$ cat config.mk
export PLATFORM = sky130hd
export DESIGN_NAME = seller_param
export DESIGN_NICKNAME = d
export VERILOG_FILES = /design/src/rtl/seller_param.sv
export SDC_FILE = /design/constraint.sdc
export NUM_CORES = 1
export LEC_CHECK = 0
export CAP_MARGIN = 20
export CORE_MARGIN = 10
export CORE_UTILIZATION = 39
export DETAILED_ROUTE_END_ITERATION = 7
export DONT_BUFFER_PORTS = 1
export GPL_TIMING_DRIVEN = 1
export SLEW_MARGIN = 10
export SYNTH_ARGS = -nofsm -noshare
export SYNTH_HDL_FRONTEND = slang
export SYNTH_SLANG_ARGS = --single-unit
$ cat constraint.sdc
create_clock -name clk -period 3.8 [get_ports clk]
set_input_delay 0.76 -clock clk [delete_from_list [all_inputs] [get_ports clk]]
set_output_delay 0.76 -clock clk [all_outputs]
set_load 0.01 [all_outputs]
$ cat src/rtl/seller_param.sv
// Two-product coin seller: latches the product on the first coin, collects credit, then vends with change or refunds.
// Optional macro SELLER_TIMEOUT_EN adds an auto-refund after TIMEOUT_CYC quiet cycles in COLLECT.
module seller_param #(
   parameter int unsigned CREDIT_W    = 4,
   parameter int unsigned PRICE_A     = 3,
   parameter int unsigned PRICE_B     = 5,
   parameter int unsigned TIMEOUT_CYC = 16
) (
   input  logic                clk,
   input  logic                rst,
   input  logic                d1,
   input  logic                d2,
   input  logic                d3,
   input  logic                sel,
   input  logic                cancel,
   output logic                out1,
   output logic                out_sel,
   output logic [CREDIT_W-1:0] out2,
   output logic                refund,
   output logic [CREDIT_W-1:0] credit,
   output logic                busy
);

   localparam int unsigned PMAX = (PRICE_A > PRICE_B) ? PRICE_A : PRICE_B;
   localparam logic [CREDIT_W-1:0] PA = CREDIT_W'(PRICE_A);
   localparam logic [CREDIT_W-1:0] PB = CREDIT_W'(PRICE_B);

   // Largest possible sum is (price-1)+4, so this bound keeps credit from wrapping.
   if ((PMAX + 3 >= (1 << CREDIT_W)) || (TIMEOUT_CYC == 0)) begin : g_param_check
      $error("seller_param: price/credit width or timeout parameters out of range");
   end

   typedef enum logic {IDLE, COLLECT} state_t;

   state_t                state, state_n;
   logic                  target, target_n;
   logic [CREDIT_W-1:0]   credit_n, out2_n;
   logic                  out1_n, out_sel_n, refund_n;
   logic [CREDIT_W-1:0]   v, sum, price;
   logic                  tgt_eff, coin;

`ifdef SELLER_TIMEOUT_EN
   localparam int unsigned CNT_W = $clog2(TIMEOUT_CYC + 1);
   localparam logic [CNT_W-1:0] CNT_LAST = CNT_W'(TIMEOUT_CYC - 1);
   logic [CNT_W-1:0] cnt, cnt_n;
`endif

   // Priority d1 > d2 > d3; lower-priority coins in the same cycle are dropped.
   assign v = d1 ? CREDIT_W'(1) : d2 ? CREDIT_W'(2) : d3 ? CREDIT_W'(4) : '0;
   assign coin    = d1 | d2 | d3;
   assign tgt_eff = (state == IDLE) ? sel : target;
   assign price   = tgt_eff ? PB : PA;
   assign sum     = (state == IDLE) ? v : credit + v;
   assign busy    = (state == COLLECT);

   always_comb begin
      state_n   = state;
      credit_n  = credit;
      target_n  = target;
      out1_n    = 1'b0;
      out_sel_n = 1'b0;
      out2_n    = '0;
      refund_n  = 1'b0;
`ifdef SELLER_TIMEOUT_EN
      cnt_n     = cnt;
`endif
      unique case (state)
         IDLE: begin
            if (coin) begin
               target_n = sel;
               if (sum >= price) begin
                  out1_n    = 1'b1;
                  out_sel_n = tgt_eff;
                  out2_n    = sum - price;
                  credit_n  = '0;
               end else begin
                  state_n  = COLLECT;
                  credit_n = sum;
`ifdef SELLER_TIMEOUT_EN
                  cnt_n    = '0;
`endif
               end
            end
         end
         COLLECT: begin
            if (sum >= price) begin
               out1_n    = 1'b1;
               out_sel_n = tgt_eff;
               out2_n    = sum - price;
               credit_n  = '0;
               state_n   = IDLE;
            end else if (cancel) begin
               refund_n = 1'b1;
               out2_n   = sum;
               credit_n = '0;
               state_n  = IDLE;
            end else if (coin) begin
               credit_n = sum;
`ifdef SELLER_TIMEOUT_EN
               cnt_n    = '0;
`endif
            end
`ifdef SELLER_TIMEOUT_EN
            // Refund on the quiet cycle that would bring the counter to TIMEOUT_CYC.
            else if (cnt == CNT_LAST) begin
               refund_n = 1'b1;
               out2_n   = credit;
               credit_n = '0;
               state_n  = IDLE;
            end else begin
               cnt_n = cnt + CNT_W'(1);
            end
`endif
         end
         default: state_n = IDLE;
      endcase
   end

   always_ff @(posedge clk) begin
      if (rst) begin
         state   <= IDLE;
         credit  <= '0;
         target  <= 1'b0;
         out1    <= 1'b0;
         out_sel <= 1'b0;
         out2    <= '0;
         refund  <= 1'b0;
`ifdef SELLER_TIMEOUT_EN
         cnt     <= '0;
`endif
      end else begin
         state   <= state_n;
         credit  <= credit_n;
         target  <= target_n;
         out1    <= out1_n;
         out_sel <= out_sel_n;
         out2    <= out2_n;
         refund  <= refund_n;
`ifdef SELLER_TIMEOUT_EN
         cnt     <= cnt_n;
`endif
      end
   end

endmodule

# [Yosys cells after proc, flatten, opt, wreduce, memory -nomap -nowiden]
# Index checks and enable logic that the tools add are counted.
[classes] reduce_logical=3 bitwise_logic=3 eq_ne=2 order_cmp=1 n_mux=29 addsub=2
[ops] cell="2-to-1 mux 4 bit" count=10
[ops] cell="case mux 4 bit (2 select lines)" count=2
[ops] cell="2-to-1 mux 3 bit" count=4
[ops] cell="2-to-1 mux 1 bit" count=10
[ops] cell="case mux 1 bit (2 select lines)" count=3
[ops] cell="adder 4 x 3 -> 4 bit" count=1
[ops] cell=">= comparator 4 x 3 -> 1 bit" count=1
[ops] cell="inequality test 4 x 2 -> 1 bit, second input constant" count=1
[ops] cell="AND reduction 2 bit" count=2
[ops] cell="subtractor 4 x 3 -> 4 bit" count=1
[ops] cell="OR reduction 3 bit" count=1
[ops] cell="inequality test 2 bit, second input constant" count=1
[ops] cell="OR 1 bit" count=2
[ops] cell="NOT 1 bit" count=1
[word_totals] wordCells=47 input_bits=7 register_bits=13

# [Logic depth before layout (Yosys ltp)]
# Gate-level depths: netlist (run 1).
[depth] word_depth=9 ltp_mapped=13

# [Worst setup path after synthesis (run 1)]
# Ideal clock, no wire load.
[synth_path] kind="input port to flip-flop" from="input d1" to="register credit[2]" setup_slack_ns=0.565 arrival_time_ns=3.113 cell_stages=11 setup_time_ns=0.122 required_ns=3.678 cell_sequence="and2b_2 -> inv_1 -> fa_1 -> mux2_2 -> inv_1 -> ha_1 -> ha_1 -> nand2b_1 -> a21o_1 -> o31a_1 -> o31a_2"
[synth_between] elab_chain_cells=7 elab_cells_between_ends=15 classes_between="add/sub (1); order compare (1); eq/ne (2); mux (8); bitwise (2); reduce/logical (1)"
[synth_lines] item="from (decl)" line_no="11" rtl="input logic d1,"
[synth_lines] item="2-to-1 mux 3 bit" line_no="49" rtl="assign v = d1 ? CREDIT_W'(1) : d2 ? CREDIT_W'(2) : d3 ? CREDIT_W'(4) : '0;"
[synth_lines] item="adder 4 x 3 -> 4 bit" line_no="53" rtl="assign sum = (state == IDLE) ? v : credit + v;"
[synth_lines] item="2-to-1 mux 4 bit" line_no="53"
[synth_lines] item=">= comparator 4 x 3 -> 1 bit / 2-to-1 mux 4 bit (equally long branches)" line_no="71, 86, 97"
[synth_lines] item="2-to-1 mux 4 bit (on tied branches)" line_no="71, 92"
[synth_lines] item="2-to-1 mux 4 bit (on tied branches)" line_no="69, 86"
[synth_lines] item="case mux 4 bit (2 select lines)" line_no="67" rtl="unique case (state)"
[synth_lines] item="to (signal assigned)" line_no="133" rtl="credit <= credit_n;"
[synth_lines] item="to (decl)" line_no="20" rtl="output logic [CREDIT_W-1:0] credit,"
# Parallel ways exist; a longest one is shown, timed or not. The select of a mux whose other input is x is not followed.
# A chain may end at the register's enable or synchronous reset.

# [Worst setup path in the final report (run 1)]
[layout_path] from="input d1" to="register out2[1]"
[layout_between] elab_chain_cells=7 elab_cells_between_ends=12 classes_between="add/sub (2); order compare (1); mux (7); bitwise (2)"
[layout_lines] item="2-to-1 mux 3 bit" line_no="49"
[layout_lines] item="adder 4 x 3 -> 4 bit" line_no="53"
[layout_lines] item="2-to-1 mux 4 bit" line_no="53"
[layout_lines] item="subtractor 4 x 3 -> 4 bit / >= comparator 4 x 3 -> 1 bit (equally long branches)"
[layout_lines] item="2-to-1 mux 4 bit" line_no="71" rtl="if (sum >= price) begin"
[layout_lines] item="2-to-1 mux 4 bit" line_no="69" rtl="if (coin) begin"
[layout_lines] item="case mux 4 bit (2 select lines) (*)" line_no="67"
[layout_lines] item="to (signal assigned)" line_no="137" rtl="out2 <= out2_n;"
[layout_lines] item="to (decl)" line_no="18" rtl="output logic [CREDIT_W-1:0] out2,"
# Mark *: on every way between the ends. The rest lies on a longest branch, timed or not.

==> results of run 1 <==
==> state kept, by name, indices dropped and copies added (netlist names) <==
name and cells:
out2 4, out_sel 1, out1 1, refund 1, target 1, credit 4
busy 1
==> per-stage QoR <==
| stage | power, W | cells | util, % | hold WS (ns) | worst slack, ns |
|---|---|---|---|---|---|
| 2_1_floorplan | 0.000420 | 100 | - | 0.447 | 0.565 |
| 3_3_place_gp | 0.000473 | 128 | 42.3 | 0.458 | 0.338 |
| 3_5_place_dp | 0.000480 | 128 | 42.3 | 0.461 | 0.289 |
| 4_1_cts | 0.000566 | 132 | 43.5 | 0.472 | 0.586 |
| 5_1_grt | 0.000622 | 132 | 43.5 | 0.496 | 0.254 |
| 6_report | 0.000558 | 132 | 43.5 | 0.470 | 0.562 |
==> where the power goes <==
group	total, W	internal (W)	switching [W]	leakage [nW]
clock network	0.0000845	0.0000407	0.0000438	0.0150
logic	0.000268	0.000115	0.000153	0.270
registers	0.000206	0.000170	0.0000360	0.106
total	0.000558	0.000325	0.000233	0.391
==> layout by cell type, fill, tap and decap left out, types with 2 or more instances in the layout <==
cell type  count
buf_4          2
nor2_1         9
fa_1           2
o22ai_1        2
inv_1          9
o21ai_0        7
nor3_1         3
xnor2_1        5
nand3_1        2
o2bb2ai_1      4
a21oi_1        8
nand2_1        5
clkbuf_4       3
ha_1           6
dfxtp_1       13
xor2_1         2
a21o_1         2
==> synthesized netlist by cell type (2+ instances only) <==
cell type / n / area, um2
o22ai_1: 2 / 12.5
xor2_1: 2 / 17.5
a21o_1: 2 / 15.0
o2bb2ai_1: 4 / 35.0
ha_1: 6 / 75.1
nand3_1: 2 / 10.0
nand2_1: 5 / 18.8
a21oi_1: 8 / 40.0
nor3_1: 3 / 15.0
fa_1: 2 / 40.0
dfxtp_1: 13 / 260
nor2_1: 9 / 33.8
o21ai_0: 7 / 35.0
xnor2_1: 5 / 43.8
inv_1: 9 / 33.8
==> worst max-delay path: stages <==
cell      delay, ns
ha_1           0.23
inv_1          0.09
fa_1           0.39
mux2_2         0.32
inv_1          0.07
ha_1           0.23
ha_1           0.20
nand2b_1       0.16
a21o_1         0.25
o21ai_0        0.50
o22ai_1        0.17
==> kinds of logic (layout without fill, tap and decap cells) <==
kind of cell             count (synthesis)  count (layout)
AND/OR/NAND/NOR                         29              29
AO/OA/AOI/OAI                           28              28
flip-flops                              13              13
buffers and inverters                   12              16
adder cells (fa/ha/maj)                  8               8
XOR/XNOR                                 7               7
multiplexers                             3               3
==> path summary, 6_finish.rpt <==
kind,cells past startpoint,end,startpoint
max reg2reg,11,out2[1],credit[0]
max,11,out2[1],d1
min,2,target,target
min reg2reg,2,target,target
==> final cells by class <==
type                       count  share of cell area, %
clock buffer                   4                   2.76
inverter                      10                   4.47
multi-input combinational     75                   60.2
sequential                    13                   27.3
tap                           28                   3.68
timing repair buffer           2                   1.58
==> per-layer routing <==
metal  global-route usage [%]  vias up  part of all wire [%]
met2                     16.2       16                    47
met1                     10.6      330                    43
met4                     2.31        0                  0.63
li1                         -      366                     -
met5                        0        -                     0
met3                     5.62        2                   9.5
==> results.toml, run 1 <==
[layout]
drive_gt1_share_pct = 14.4
regArea_um2 = 260
fillers = 236
area_growth_pct = 7.64
finalInstanceArea_um2 = 952
multiInputGateArea_um2 = 573
insertedDiodeCount = 0
nets = 120

[clock_network]
ctsResizeCount = 0
cts_buffer_depth = 2
clock_latency_ns = 0.28
cts-hold-fix-buffers = 0
cts.sinks = 13
cts_buffers = 3
clkTransAtPathRegs_ns = 0.08
cts_tree = "done"
cts-root-buf = "clkbuf_4"
htreeDepth = 1
post_cts_buffers = 0

[detailed_routing]
drc_errors = 0
post_drt_wl_per_cell_um = 14.5
postRouteAntennaNets = 0
wirelength_mm = 1.92
vias_per_cell = 5.41
drt_iter0_markers = 25
dr.pass1.iters = 6
vias = 714

[critical_path]
path_class = "primary input to register"
crit_required_ns = 3.94
end_kind = "register"
r2r_slack_ns = 0.58
critPathMaxFanout = 7
cp-start-kind = "primary input"
cp.arrival_ns = 3.37

[sta]
slew_headroom_pct = 60.3
slew_viol_final = 0
timing.final.hold_violations = 0
finalCritPeriodShare_pct = 85.2
worstMarginPinSlew_ns = 0.590
fin_setup_tns_ns = 0
fin_skew_ns = 0.00727
grt_setup_unrepaired = "false"
setup_viol = 0
max_freq_mhz = 309
post-route-min-period_ns = 3.24

[power]
irDropWorstVdd_uv = 361
leakage_nw = 0.391
p_per_area_mw_per_mm2 = 586

[placement]
place.gp.congestion = 0.814
post_dp_cell_area_um2 = 926
io_buffers = 0
dp_hpwl_mm = 1.58

[global_route]
first_global_vias = 751
grt_max_degree = 20
grt_pass1_wl_mm = 3.50
grt-ovfl-total = 0
grtUsageTotal_pct = 9.79
antenna_found_initial = 0

[yosys]
yosys.area_share.adder_pct = 13.0
synthSimpleGateAreaFrac_pct = 18.1
synth_compound_area_share_pct = 22.6
syn_area_um2 = 885
synth_edf_count = 0
ys_ff_latch = 13
synth_fp_nets = 115
synth_seq_area_share_pct = 29.4
synth_top_family_by_area = "compound AO/OA/AOI/OAI gates"
syn_inst = 100
ys_async_sr_fraction_pct = 0
syn_avg_cell_area_um2 = 8.85
synthMuxAreaShare_pct = 4.10
ys_types = 36
ys_warn_count = 0
synthXorXnorAreaFrac_pct = 6.93
dominantRegCellSynth = "dfxtp_1"

[floorplan]
ios = 19
coreArea_mm2 = 0.00219
die-area_mm2 = 0.00457
fp.dieH_um = 67.6
initial_core_util_pct = 40.4
row_count = 17
die_x_um = 67.6

[hold_path]
hold_path.class = "register to register"

[outcome]
status = "finished, final reports clean"

[flow_run]
maxCapViolations = 0
(Power assumes the default switching activity.)
==> inputs of run 2 (changes only) <==
--- a/config.mk
+++ b/config.mk
@@ -8,6 +8,7 @@
 export CAP_MARGIN = 20
 export CORE_MARGIN = 10
 export CORE_UTILIZATION = 39
+export CTS_CLUSTER_SIZE = 12
 export DETAILED_ROUTE_END_ITERATION = 7
 export DONT_BUFFER_PORTS = 1
 export GPL_TIMING_DRIVEN = 1
==> results of run 2 <==
No change in the layout: final DEF, timing and power equal those of run 1.
==> inputs of run 3 (changes only) <==
--- a/config.mk
+++ b/config.mk
@@ -12,6 +12,7 @@
 export DETAILED_ROUTE_END_ITERATION = 7
 export DONT_BUFFER_PORTS = 1
 export GPL_TIMING_DRIVEN = 1
+export PLACE_DENSITY = 0.5
 export SLEW_MARGIN = 10
 export SYNTH_ARGS = -nofsm -noshare
 export SYNTH_HDL_FRONTEND = slang
==> run 3 against run 2 <==
Effect of this change: critical path depth unchanged; critical endpoint unchanged; sequential power up 5%; cell area unchanged; die area unchanged; critical path type unchanged.
==> results.toml, run 3 (synthesized netlist as in run 1, its figures left out) <==
[outcome]
status = "finished, final reports clean"

[global_route]
grt_pass1_wl_mm = 3.43
grt_max_degree = 13
antenna_found_initial = 0
grtUsageTotal_pct = 9.65
grt-ovfl-total = 0
first_global_vias = 771

[floorplan]
coreArea_mm2 = 0.00219
initial_core_util_pct = 40.4
ios = 19
die_x_um = 67.6
row_count = 17
die-area_mm2 = 0.00457
fp.dieH_um = 67.6

[layout]
insertedDiodeCount = 0
regArea_um2 = 260
fillers = 231
nets = 120
fin_cells = 132
layout_commonest_cell = "dfxtp_1"
reg_top3 = "credit: 4 flops, out2: 4 flops"
drive_gt1_share_pct = 14.4
multiInputGateArea_um2 = 573
mostFrequentLayoutCells = "dfxtp_1 (13), inv_1 (9), nor2_1 (9)"
fin_util_pct = 43.5
area_growth_pct = 7.64

[power]
irDropWorstVdd_uv = 277
p_per_area_mw_per_mm2 = 587
leakage_nw = 0.391

[hold_path]
hold_path.class = "register to register"

[critical_path]
crit_required_ns = 3.94
critPathMaxStageDelay_ns = 0.48
cp-start-kind = "primary input"
path_buf_inv = 2
end_kind = "register"
crit_slowest_cell = "o21ai_0"
cp.arrival_ns = 3.32
path_cells = "and2b_2 -> inv_1 -> fa_1 -> mux2_2 -> inv_1 -> ha_1 -> ha_1 -> nand2b_1 -> a21o_1 -> o21ai_0 -> o22ai_1"
crit_family = "compound AO/OA/AOI/OAI gates"
path_class = "primary input to register"
critPathMaxFanout = 7

[placement]
io_buffers = 0
placedCellCount = 128
place.gp.congestion = 0.789
dp_hpwl_mm = 1.64
place_ws_ns = 0.295

[clock_network]
cts-root-buf = "clkbuf_4"
ctsResizeCount = 0
post_cts_buffers = 0
cts_tree = "done"
htreeDepth = 1
cts_buffer_depth = 2
cts.sinks = 13
clock_latency_ns = 0.27
cts-hold-fix-buffers = 0
clkTransAtPathRegs_ns = 0.07
cts_buffers = 3

[detailed_routing]
postRouteAntennaNets = 0
drc_errors = 0
post_drt_wl_per_cell_um = 15.1
dr.pass1.iters = 4
drt_iter0_markers = 22
vias = 731
wirelength_mm = 1.99
vias_per_cell = 5.54

[sta]
grt_setup_unrepaired = "false"
slew_viol_final = 0
post-route-min-period_ns = 3.19
whs_ns = 0.482
setup_viol = 0
timing.final.hold_violations = 0
worstMarginPinSlew_ns = 0.570
fin_skew_ns = 0.000743
finalCritPeriodShare_pct = 83.9
max_freq_mhz = 314
worst_slack_ns = 0.613
slew_headroom_pct = 61.6
fin_setup_tns_ns = 0

[flow_run]
maxCapViolations = 0
run 3: cell counts in the layout (fill, tap and decap cells not counted):
Identical to the previous run, type by type.
run 3: metal layers:
metal	share of wire [%]	wire length (um)	track usage, %	vias up
met1	42	842	10.5	340
met3	8.7	173	4.79	6
met4	2.4	48	4.62	0
li1	-	-	-	365
met2	46	925	15.4	20
met5	0	0	0	-
run 3: final cells by class:
cell class / instances / share of cell area (%)
clock buffers: 4 / 2.76
inverters: 10 / 4.47
multi-input cells: 75 / 60.2
flip-flops and latches: 13 / 27.3
well taps: 28 / 3.68
repair buffers: 2 / 1.58
run 3: worst paths after layout:
check	end	startpoint	cells past startpoint	slack, ns
worst max-delay path	out2[1]	d1	11	0.61
worst min-delay path	target	target	2	0.48
worst max register to register	out2[1]	credit[0]	11	0.64
worst min register to register	target	target	2	0.48
run 3: metrics by stage:
stage	area, um2	total power [W]
floorplan	885	0.000420
global placement	926	0.000480
detailed placement	926	0.000482
CTS	952	0.000567
global route	952	0.000616
finish	952	0.000559
run 3: worst reg2reg max path: stages (launching register included):
cell and delay (ns):
dfxtp_1 0.42, ha_1 0.25, inv_1 0.07, fa_1 0.42
mux2_2 0.32, inv_1 0.07, ha_1 0.23, ha_1 0.19
nand2b_1 0.16, a21o_1 0.24, o21ai_0 0.48, o22ai_1 0.16
run 3: power breakdown:
group	switching [W]	total, W	leakage, nW	internal [W]
Clock	0.0000430	0.0000837	0.0150	0.0000407
Sequential	0.0000480	0.000217	0.106	0.000169
Combinational	0.000144	0.000258	0.270	0.000114
Total	0.000235	0.000559	0.391	0.000324
